[src/rtl/led_pkg.sv]
// Shared types for the LED pattern generator: display mode and control state encodings.
// Also holds the concentric-ring distance helper used by the pattern logic.
package led_pkg;

    typedef enum logic [1:0] {
        RINGS     = 2'd0,
        CHECKER   = 2'd1,
        ROW_SWEEP = 2'd2,
        COL_SWEEP = 2'd3
    } mode_e;

    typedef enum logic [1:0] {
        OFF   = 2'd0,
        RUN   = 2'd1,
        PAUSE = 2'd2
    } state_e;

    // Distance of a pixel from the nearest array edge, i.e. its ring number.
    function automatic int ring_dist(input int r, input int c, input int rows, input int cols);
        int d;
        d = r;
        if (c < d)
            d = c;
        if (rows - 1 - r < d)
            d = rows - 1 - r;
        if (cols - 1 - c < d)
            d = cols - 1 - c;
        return d;
    endfunction

endpackage

[src/rtl/led_tick_div.sv]
// Animation prescaler: counts 0..TICK_DIV-1 while enabled, tick is combinational on the last count.
// Holds its count when disabled; clr zeroes it with priority over en. No backpressure.
module led_tick_div #(
    parameter int TICK_DIV = 12500000
) (
    input  logic clk,
    input  logic RST,
    input  logic en,
    input  logic clr,
    output logic tick
);

    localparam int CW = (TICK_DIV > 1) ? $clog2(TICK_DIV) : 1;

    logic [CW-1:0] cnt;

    assign tick = en && (cnt == CW'(TICK_DIV - 1));

    always_ff @(posedge clk or posedge RST) begin
        if (RST)
            cnt <= '0;
        else if (clr)
            cnt <= '0;
        else if (en)
            cnt <= tick ? '0 : cnt + 1'b1;
    end

endmodule

[src/rtl/led_pattern_gen.sv]
// LED matrix animator (OFF/RUN/PAUSE); pixels are registered one cycle after (mode_q, phase) change.
// No backpressure; optional LED_PATTERN_STEP_EN adds step_req for single-stepping while paused.
module led_pattern_gen
    import led_pkg::*;
#(
    parameter int ROWS     = 16,
    parameter int COLS     = 16,
    parameter int TICK_DIV = 12500000
) (
    input  logic                       clk,
    input  logic                       RST,
    input  logic                       start,
    input  logic                       pause,
    input  logic                       stop,
    input  logic [1:0]                 mode,
`ifdef LED_PATTERN_STEP_EN
    input  logic                       step_req,
`endif
    output logic [ROWS-1:0][COLS-1:0]  RedPixels,
    output logic [ROWS-1:0][COLS-1:0]  GrnPixels,
    output logic                       frame_done
);

    localparam int MAXD = (ROWS > COLS) ? ROWS : COLS;
    localparam int PW   = $clog2(MAXD);
    localparam int AW   = $clog2(ROWS + COLS + MAXD) + 1;

    state_e                     state_q, state_d;
    mode_e                      mode_q;
    logic [PW-1:0]              phase;
    logic                       prescale_tick;
    logic                       step;
    logic [AW-1:0]              row_sel, col_sel, sum;
    logic [ROWS-1:0][COLS-1:0]  red_d, grn_d;

    led_tick_div #(.TICK_DIV(TICK_DIV)) u_tick_div (
        .clk  (clk),
        .RST  (RST),
        .en   (state_q == RUN),
        .clr  (state_q == OFF),
        .tick (prescale_tick)
    );

`ifdef LED_PATTERN_STEP_EN
    assign step = prescale_tick || ((state_q == PAUSE) && step_req);
`else
    assign step = prescale_tick;
`endif

    always_ff @(posedge clk or posedge RST) begin
        if (RST)
            state_q <= OFF;
        else
            state_q <= state_d;
    end

    // stop outranks pause, pause outranks start
    always_comb begin
        state_d = state_q;
        case (state_q)
            OFF:     if (!stop && start) state_d = RUN;
            RUN:     if (stop) state_d = OFF;
                     else if (pause) state_d = PAUSE;
            PAUSE:   if (stop) state_d = OFF;
                     else if (start && !pause) state_d = RUN;
            default: state_d = OFF;
        endcase
    end

    always_ff @(posedge clk or posedge RST) begin
        if (RST) begin
            phase      <= '0;
            mode_q     <= RINGS;
            frame_done <= 1'b0;
        end else begin
            frame_done <= step && (phase == PW'(MAXD - 1));
            if (state_q == OFF)
                phase <= '0;
            else if (step)
                phase <= (phase == PW'(MAXD - 1)) ? '0 : phase + 1'b1;
            if (((state_q == OFF) && (state_d == RUN)) || step)
                mode_q <= mode_e'(mode);
        end
    end

    always_comb begin
        red_d   = '0;
        grn_d   = '0;
        sum     = '0;
        row_sel = AW'(phase) % AW'(ROWS);
        col_sel = AW'(phase) % AW'(COLS);
        if (state_q != OFF) begin
            for (int r = 0; r < ROWS; r++) begin
                for (int c = 0; c < COLS; c++) begin
                    case (mode_q)
                        RINGS: begin
                            sum         = AW'(ring_dist(r, c, ROWS, COLS)) + AW'(phase);
                            red_d[r][c] = ~sum[0];
                            grn_d[r][c] = sum[0];
                        end
                        CHECKER: begin
                            sum         = AW'(r) + AW'(c) + AW'(phase);
                            red_d[r][c] = ~sum[0];
                            grn_d[r][c] = sum[0];
                        end
                        ROW_SWEEP: red_d[r][c] = (AW'(r) == row_sel);
                        COL_SWEEP: grn_d[r][c] = (AW'(c) == col_sel);
                        default: ;
                    endcase
                end
            end
        end
    end

    always_ff @(posedge clk or posedge RST) begin
        if (RST) begin
            RedPixels <= '0;
            GrnPixels <= '0;
        end else begin
            RedPixels <= red_d;
            GrnPixels <= grn_d;
        end
    end

endmodule

[config.mk]
export PLATFORM = sky130hd
export DESIGN_NAME = led_pattern_gen
export DESIGN_NICKNAME = d
export VERILOG_FILES = /design/src/rtl/led_pkg.sv /design/src/rtl/led_tick_div.sv /design/src/rtl/led_pattern_gen.sv
export SDC_FILE = /design/constraint.sdc
export NUM_CORES = 1
export LEC_CHECK = 0
export ABC_CLOCK_PERIOD_IN_PS = 7200
export BUFFER_PORTS_ARGS = -buffer_cell sky130_fd_sc_hd__buf_2
export CAP_MARGIN = 20
export CORE_AREA = 2 2 202 204
export CTS_CLUSTER_DIAMETER = 100
export DETAILED_ROUTE_END_ITERATION = 12
export DIE_AREA = 0 0 204 206
export REMOVE_ABC_BUFFERS = 1
export SLEW_MARGIN = 20
export SYNTH_ARGS = -nofsm -noshare
export SYNTH_HDL_FRONTEND = slang
export SYNTH_SLANG_ARGS = --single-unit
[constraint.sdc]
create_clock -name clk -period 7.2 [get_ports clk]
set_clock_uncertainty 0.05 [all_clocks]
set_input_delay 1.44 -clock clk [delete_from_list [all_inputs] [get_ports clk]]
set_output_delay 1.44 -clock clk [all_outputs]
set_load 0.05 [all_outputs]
==> results.md, run 1 <==
* Syn_area_per_cell at 9.49 µm²
* Required time of the worst setup path at 5.71 ns
* Period minus WS final at 2.85 ns
* Post-DP Area at 0.00949 mm²
* Crit. End Element: primary output
* Initial Util at 23.1%
* Top area cells in the synthesized netlist: dfrtp_1, buf_4, a21oi_1
* Syn Std Cell Area at 0.00927 mm²
* Least-Margin Pin Slew at 0.951 ns
* Post-DP HPWL at 19.5 mm
* Placer Congestion at 0.831
* CP top delay family: flip-flops
* FP Rows at 74
* Fillers at 4294
* Final hold vios at 0
* Design Area, Final at 0.0101 mm²
* Reg2reg setup slack at 4.39 ns
* Number of global-route vias before repair at 5596
* Clock tree sinks at 159
* RSZ-0062 raised after global routing: no
* First DRT Iteration DRCs at 296
* Slew Limit Fails at 0
* Compound-gate portion of the synthesized area at 10.9%
* Setup TNS at 0 ns
* Crit Path Category: flip-flop to primary output
* Die area at 0.0420 mm²
* Post-route ant nets at 0
* Clock Pin Slew Worst Setup and Hold Paths at 0.07 ns
* Drt pass-1 iters at 4
* Insertion delay to the later sink of the worst-skew pair at 0.43 ns
* Post-synthesis simple-gate area fraction at 10.0%
* Psw at 1740 µW
* Critical path arrival at 1.36 ns
* Pwr dens at 339 mW/mm²
* # resized after CTS at 0
* WL/cell at 16.7 µm
* Boundary Pins at 520
* Status: completed
* WP buf/inv at 1
* DRT Wirelength at 27.1 mm
* Drc violations at 0
* Mux share of post-synthesis cell area at 0.932%
* Ys flop type: dfrtp_1
* XOR/XNOR Fraction of Synth Area at 0.473%
* Max frequency at 351 MHz
* Sw Share at 51.0%
* Clock Tree Buf Depth at 2
* Synth cell types at 56
* Share of post-route cells with drive strength above 1 at 53.5%
* Total number of yosys warnings at 0
* Initial antenna violation count at 3
* CTS Root Cell: clkbuf_16
* # port buffers at 519
* Asr flop ratio synth at 100%
* Layout Nets at 1092
* Average via count per standard cell at 4.07
* Startpoint Class: flip-flop
* Max incr delay on CP at 0.59 ns
* CTS Buf Count at 17
* Grt total ovfl at 0
* Worst Hold Class: flip-flop to flip-flop
* Fin crit share at 39.6%
* Cell taking the most area after synthesis: dfrtp_1
* Max cap viols at 0
* Logic pwr share at 43.0%
* Synth Area in Adders at 0.675%
* Via count at 6631
* Largest net degree at the start of global routing at 93
* VDD IR max at 0.150 mV
* Slew Limit Headroom at 36.6%
* First-pass GRT wire length at 37.1 mm
* Setup Viol. Count Final at 0
* CTS tree: built
* Post-synth EDFFs at 0
* Synth Instances at 977
* Clock power share at 26.3%
* Main combinational cell family by area after synthesis: buffers and inverters
* Int Power at 1670 µW
* Hold buffer count at cts at 0
* Pleak at 0.00584 µW
* H-tree levels at 4
* Critical-path cell list: buf_2
* Sequential element share of the synthesized area at 42.9%
* Worst-path fanout max at 8
* DIE WIDTH at 204 µm
* Slowest CP cell: dfrtp_1
* Flops & latches, synth at 159
* Top cell type's share of synthesized area at 42.9%
* Area growth from synthesis to layout at 8.68%
* Post-CTS setup buffers at 0
* Die Ht at 206 µm
* Core area at 0.0402 mm²
* Gr usage total at 12.1%
* Sequential power share at 30.7%
placed cells by master, fill, tap and decap left out, drive strengths merged, types with 3 or more instances in the layout:
master and instances:
or3 3, nand4 11, o211ai 5, nor4 7
mux2 5, a22o 5, a31oi 4, nand3b 3
and3 6, buf 526, mux2i 3, clkinv 5
dfrtp 159, diode 3, nor2b 4, or2 5
nand3 26, and2 7, ha 5, inv 16
o21ai 6, nor3 12, a22oi 3, a211oi 4
and4 3, o31ai 4, or4 9, xnor2 5
nor2 23, nand2 38, nand2b 7, clkbuf 17
a21oi 136
power by group through the flow:
stage	clock, µW	sequential [µW]	combinational (µW)
global placement	0	1060	1480
CTS	932	1050	1480
floorplan	0	2030	114
detailed placement	0	1070	1480
finish	899	1050	1470
global route	968	1060	1520
Yosys cell counts (all sizes together) (6+ instances only):
master	n
nor3	12
nand4	11
or4	9
inv	8
a21oi	136
nand2	38
dfrtp	159
clkbuf	46
and3	6
o21ai	6
buf	396
nand2b	7
nor4	7
nand3	26
nor2	23
and2	7
cell families after synthesis:
group,count (synthesis)
compound gates,180
xor+xnor,5
fa+ha+maj,5
buf+inv,450
flops,159
mux,8
simple gates,170
worst register-to-register path, cell delays in order (launching register included):
cell and delay [ns]:
dfrtp_1 0.40, ha_1 0.23, nand4_2 0.21, or4_1 0.70
nor3_4 0.68, mux2_2 0.42
cell type report:
type / instances / area [µm²] / share of cell area, %
flip-flops and latches: 159 / 3980 / 39.5
repair buffers: 526 / 2650 / 26.3
multi-input cells: 368 / 2160 / 21.4
well taps: 532 / 666 / 6.61
clock buffers: 17 / 425 / 4.22
clock inverters: 15 / 151 / 1.50
inverters: 8 / 35.0 / 0.348
diodes: 3 / 7.51 / 0.0745
registers in the layout, indices dropped and copies added, names as in the netlist:
name / count
RedPixels: 63
state_q: 2
GrnPixels: 63
frame_done: 1
u_tick_div.cnt: 24
phase: 4
mode_q: 2
routing by layer:
| metal | vias up | part of all wire (%) | track usage [%] | routed length (µm) |
|---|---|---|---|---|
| met5 | - | 0.10 | 0 | 27 |
| met1 | 3300 | 41 | 15.3 | 11200 |
| li1 | 3082 | - | - | - |
| met3 | 12 | 5.3 | 2.63 | 1430 |
| met4 | 4 | 1.2 | 3.18 | 313 |
| met2 | 233 | 52 | 20.8 | 14100 |
worst paths after layout:
kind                              startpoint                  to  cells after the start
min reg2reg                u_tick_div.cnt[0]   u_tick_div.cnt[0]                      1
min                        u_tick_div.cnt[0]   u_tick_div.cnt[0]                      1
min in group asynchronous                RST  u_tick_div.cnt[12]                      2
max reg2reg                u_tick_div.cnt[0]            phase[1]                      5
max                            RedPixels[14]        RedPixels[4]                      1
max in group asynchronous                RST        GrnPixels[1]                      3
stage by stage:
step                util, %  std cells  worst slack [ns]  hold WS [ns]  power [µW]
floorplan                 -        535              1.42         0.442        2150
global placement       23.6       1593              4.06         0.473        2540
global route           25.1       1626              4.26         0.534        3560
detailed placement     23.6       1593              4.00         0.480        2550
finish                 25.1       1628              4.35         0.496        3420
CTS                    25.0       1625              4.28         0.499        3460
(Power assumes the default switching activity.)
==> run 2, diff against run 1 <==
--- a/config.mk
+++ b/config.mk
@@ -5,7 +5,7 @@
 export SDC_FILE = /design/constraint.sdc
 export NUM_CORES = 1
 export LEC_CHECK = 0
-export ABC_CLOCK_PERIOD_IN_PS = 7200
+export ABC_CLOCK_PERIOD_IN_PS = 2880
 export BUFFER_PORTS_ARGS = -buffer_cell sky130_fd_sc_hd__buf_2
 export CAP_MARGIN = 20
 export CORE_AREA = 2 2 202 204
==> constraint.sdc (replaced) <==
create_clock -name clk -period 2.88 [get_ports clk]
set_clock_uncertainty 0.05 [all_clocks]
set_input_delay 0.576 -clock clk [delete_from_list [all_inputs] [get_ports clk]]
set_output_delay 0.576 -clock clk [all_outputs]
set_load 0.05 [all_outputs]
==> run 2 against run 1 <==
Effect of this change:
- clock power rose to 2.7 times the previous value
- power rose to 2.6 times the previous value
- combinational power rose to 2.5 times the previous value
- via count rose by 0.77%
- design area rose by 1.4%
- sequential power rose by 150%
- hold slack got worse by 0.37 ns
- wire length rose by 1.4%
- utilization rose by 0.34 points
- cell count rose by 0.18%
- critical endpoint is now u_tick_div.cnt[17]
- highest routed layer unchanged
==> results.md, run 2 (synthesis results as in run 1) <==
* Final hold vios at 0 (unchanged)
* FP Rows at 74 (unchanged)
* Core area at 0.0402 mm² (unchanged)
* CTS Root Cell: clkbuf_16
* Layout Nets at 1098 (+0.55%)
* WL/cell at 16.9 µm (+1.2%)
* Initial antenna violation count at 3 (unchanged)
* Share of post-route cells with drive strength above 1 at 53.7% (+0.16 points)
* CTS tree: built
* Post-Route Utilization at 25.4% (+0.34 points)
* Pleak at 0.00590 µW (+0.99%)
* Clock tree sinks at 159 (unchanged)
* Critical path arrival at 2.67 ns (+1.31 ns)
* H-tree levels at 4 (unchanged)
* Average via count per standard cell at 4.10 (+0.58%)
* RSZ-0062 raised after global routing: no
* VDD IR max at 0.398 mV (+160%)
* Post-DP HPWL at 20.3 mm (+4.2%)
* # port buffers at 519 (unchanged)
* Dpl cells at 1599 (+0.38%)
* Largest regs: GrnPixels x63, RedPixels x63, u_tick_div.cnt x24
* Startpoint Class: flip-flop
* Initial Util at 23.1% (unchanged)
* Die Ht at 206 µm (unchanged)
* Crit Path Category: flip-flop to flip-flop
* Grt total ovfl at 0 (unchanged)
* Design Area, Final at 0.0102 mm² (+1.4%)
* DIE WIDTH at 204 µm (unchanged)
* Worst Hold Class: primary input to asynchronous set/reset pin
* Number of global-route vias before repair at 5726 (+2.3%)
* Final setup margin at 0.432 ns (-3.92 ns)
* First-pass GRT wire length at 37.9 mm (+2.0%)
* Drt pass-1 iters at 5 (+1)
* Insertion delay to the later sink of the worst-skew pair at 0.43 ns (about the same)
* Post-CTS setup buffers at 0 (unchanged)
* Most common cell after layout, fill and taps aside: buf_2
* Max frequency at 408 MHz
* Most frequent cells in the layout: buf_2, dfrtp_1, a21oi_1
* Clock Tree Buf Depth at 2 (unchanged)
* Status: completed
* Non-Filler Instances at 1631 (+0.18%)
* Clock Pin Slew Worst Setup and Hold Paths at 0.07 ns (about the same)
* Die area at 0.0420 mm² (unchanged)
* Max cap viols at 0 (unchanged)
* Via count at 6682 (+0.77%)
* First DRT Iteration DRCs at 359 (+21%)
* # resized after CTS at 0 (unchanged)
* Hold buffer count at cts at 0 (unchanged)
* DRT Wirelength at 27.5 mm (+1.4%)
* Area growth from synthesis to layout at 10.2%
* Setup TNS at 0 ns (unchanged)
* Slew Limit Headroom at 35.8% (-0.73 points)
* Placement Setup Slack at 0.481 ns (-3.52 ns)
* Pwr dens at 859 mW/mm² (+150%)
* Placer Congestion at 0.894 (+7.7%)
* Slew Limit Fails at 0 (unchanged)
* Period minus WS final at 2.45 ns
* Largest net degree at the start of global routing at 71 (-24%)
* Setup Viol. Count Final at 0 (unchanged)
* Gr usage total at 12.3% (+0.21 points)
* Drc violations at 0 (unchanged)
* Worst-path fanout max at 8 (unchanged)
* Inserted Diodes at 0 (-3)
* Boundary Pins at 520 (unchanged)
* Required time of the worst setup path at 3.10 ns (-2.61 ns)
* Crit. End Element: flip-flop
* Least-Margin Pin Slew at 0.962 ns (+0.0110 ns)
* Post-route ant nets at 0 (unchanged)
* Post-DP Area at 0.00957 mm² (+0.87%)
* Fin crit share at 85.0%
* CTS Buf Count at 17 (unchanged)
-- run 2: changes by cell type in the layout (fill, tap and decap cells not counted), sizes merged --
cell / change
clkbuf: +3
bufinv: +3
clkinvlp: +3
clkinv: -4
buf: +6
inv: -5
diode: -3
-- run 2: area by class of cell --
class	count	area, µm²
well taps	532	666
clock buffers	20	457
inverters	8	35.0
multi-input cells	368	2160
fillers	4277	30000
flip-flops and latches	159	3980
clock inverters	12	181
repair buffers	532	2730
-- run 2: worst paths after layout --
| path | to | from | slack (ns) | cells after the start |
|---|---|---|---|---|
| max | u_tick_div.cnt[17] | u_tick_div.cnt[0] | 0.43 | 5 |
| max in group asynchronous | GrnPixels[240] | RST | 1.98 | 3 |
| min reg2reg | u_tick_div.cnt[0] | u_tick_div.cnt[0] | 0.49 | 1 |
| min in group clk | state_q[0] | stop | 0.31 | 2 |
| min | u_tick_div.cnt[6] | RST | 0.13 | 2 |
| max reg2reg | u_tick_div.cnt[17] | u_tick_div.cnt[0] | 0.43 | 5 |
-- run 2: report_power, final --
part | internal [µW] | switching, µW | total [µW]
Combinational | 569 | 3120 | 3690
Sequential | 2410 | 214 | 2620
Clock | 1510 | 955 | 2460
-- run 2: metal layers --
layer  global-route usage, %  up-vias  wire length (µm)
li1                        -     3100                 -
met1                    15.8     3295             11700
met2                    20.7      258             13800
met3                    2.90       23              1490
met4                    3.13        6               391
met5                       0        -                44
-- run 2: worst max-delay path, cell delays in order, from the launching register on --
cell and delay, ns:
dfrtp_1 0.40, ha_1 0.24, nand4_2 0.20, or4_1 0.73, nor4_1 0.56, a211oi_1 0.11
-- run 2: metrics by stage --
step                power (µW)  hold WS [ns]
floorplan                 5370         0.442
global placement          6360         0.459
detailed placement        6370         0.478
CTS                       8880         0.124
global route              9120         0.137
finish                    8770         0.125
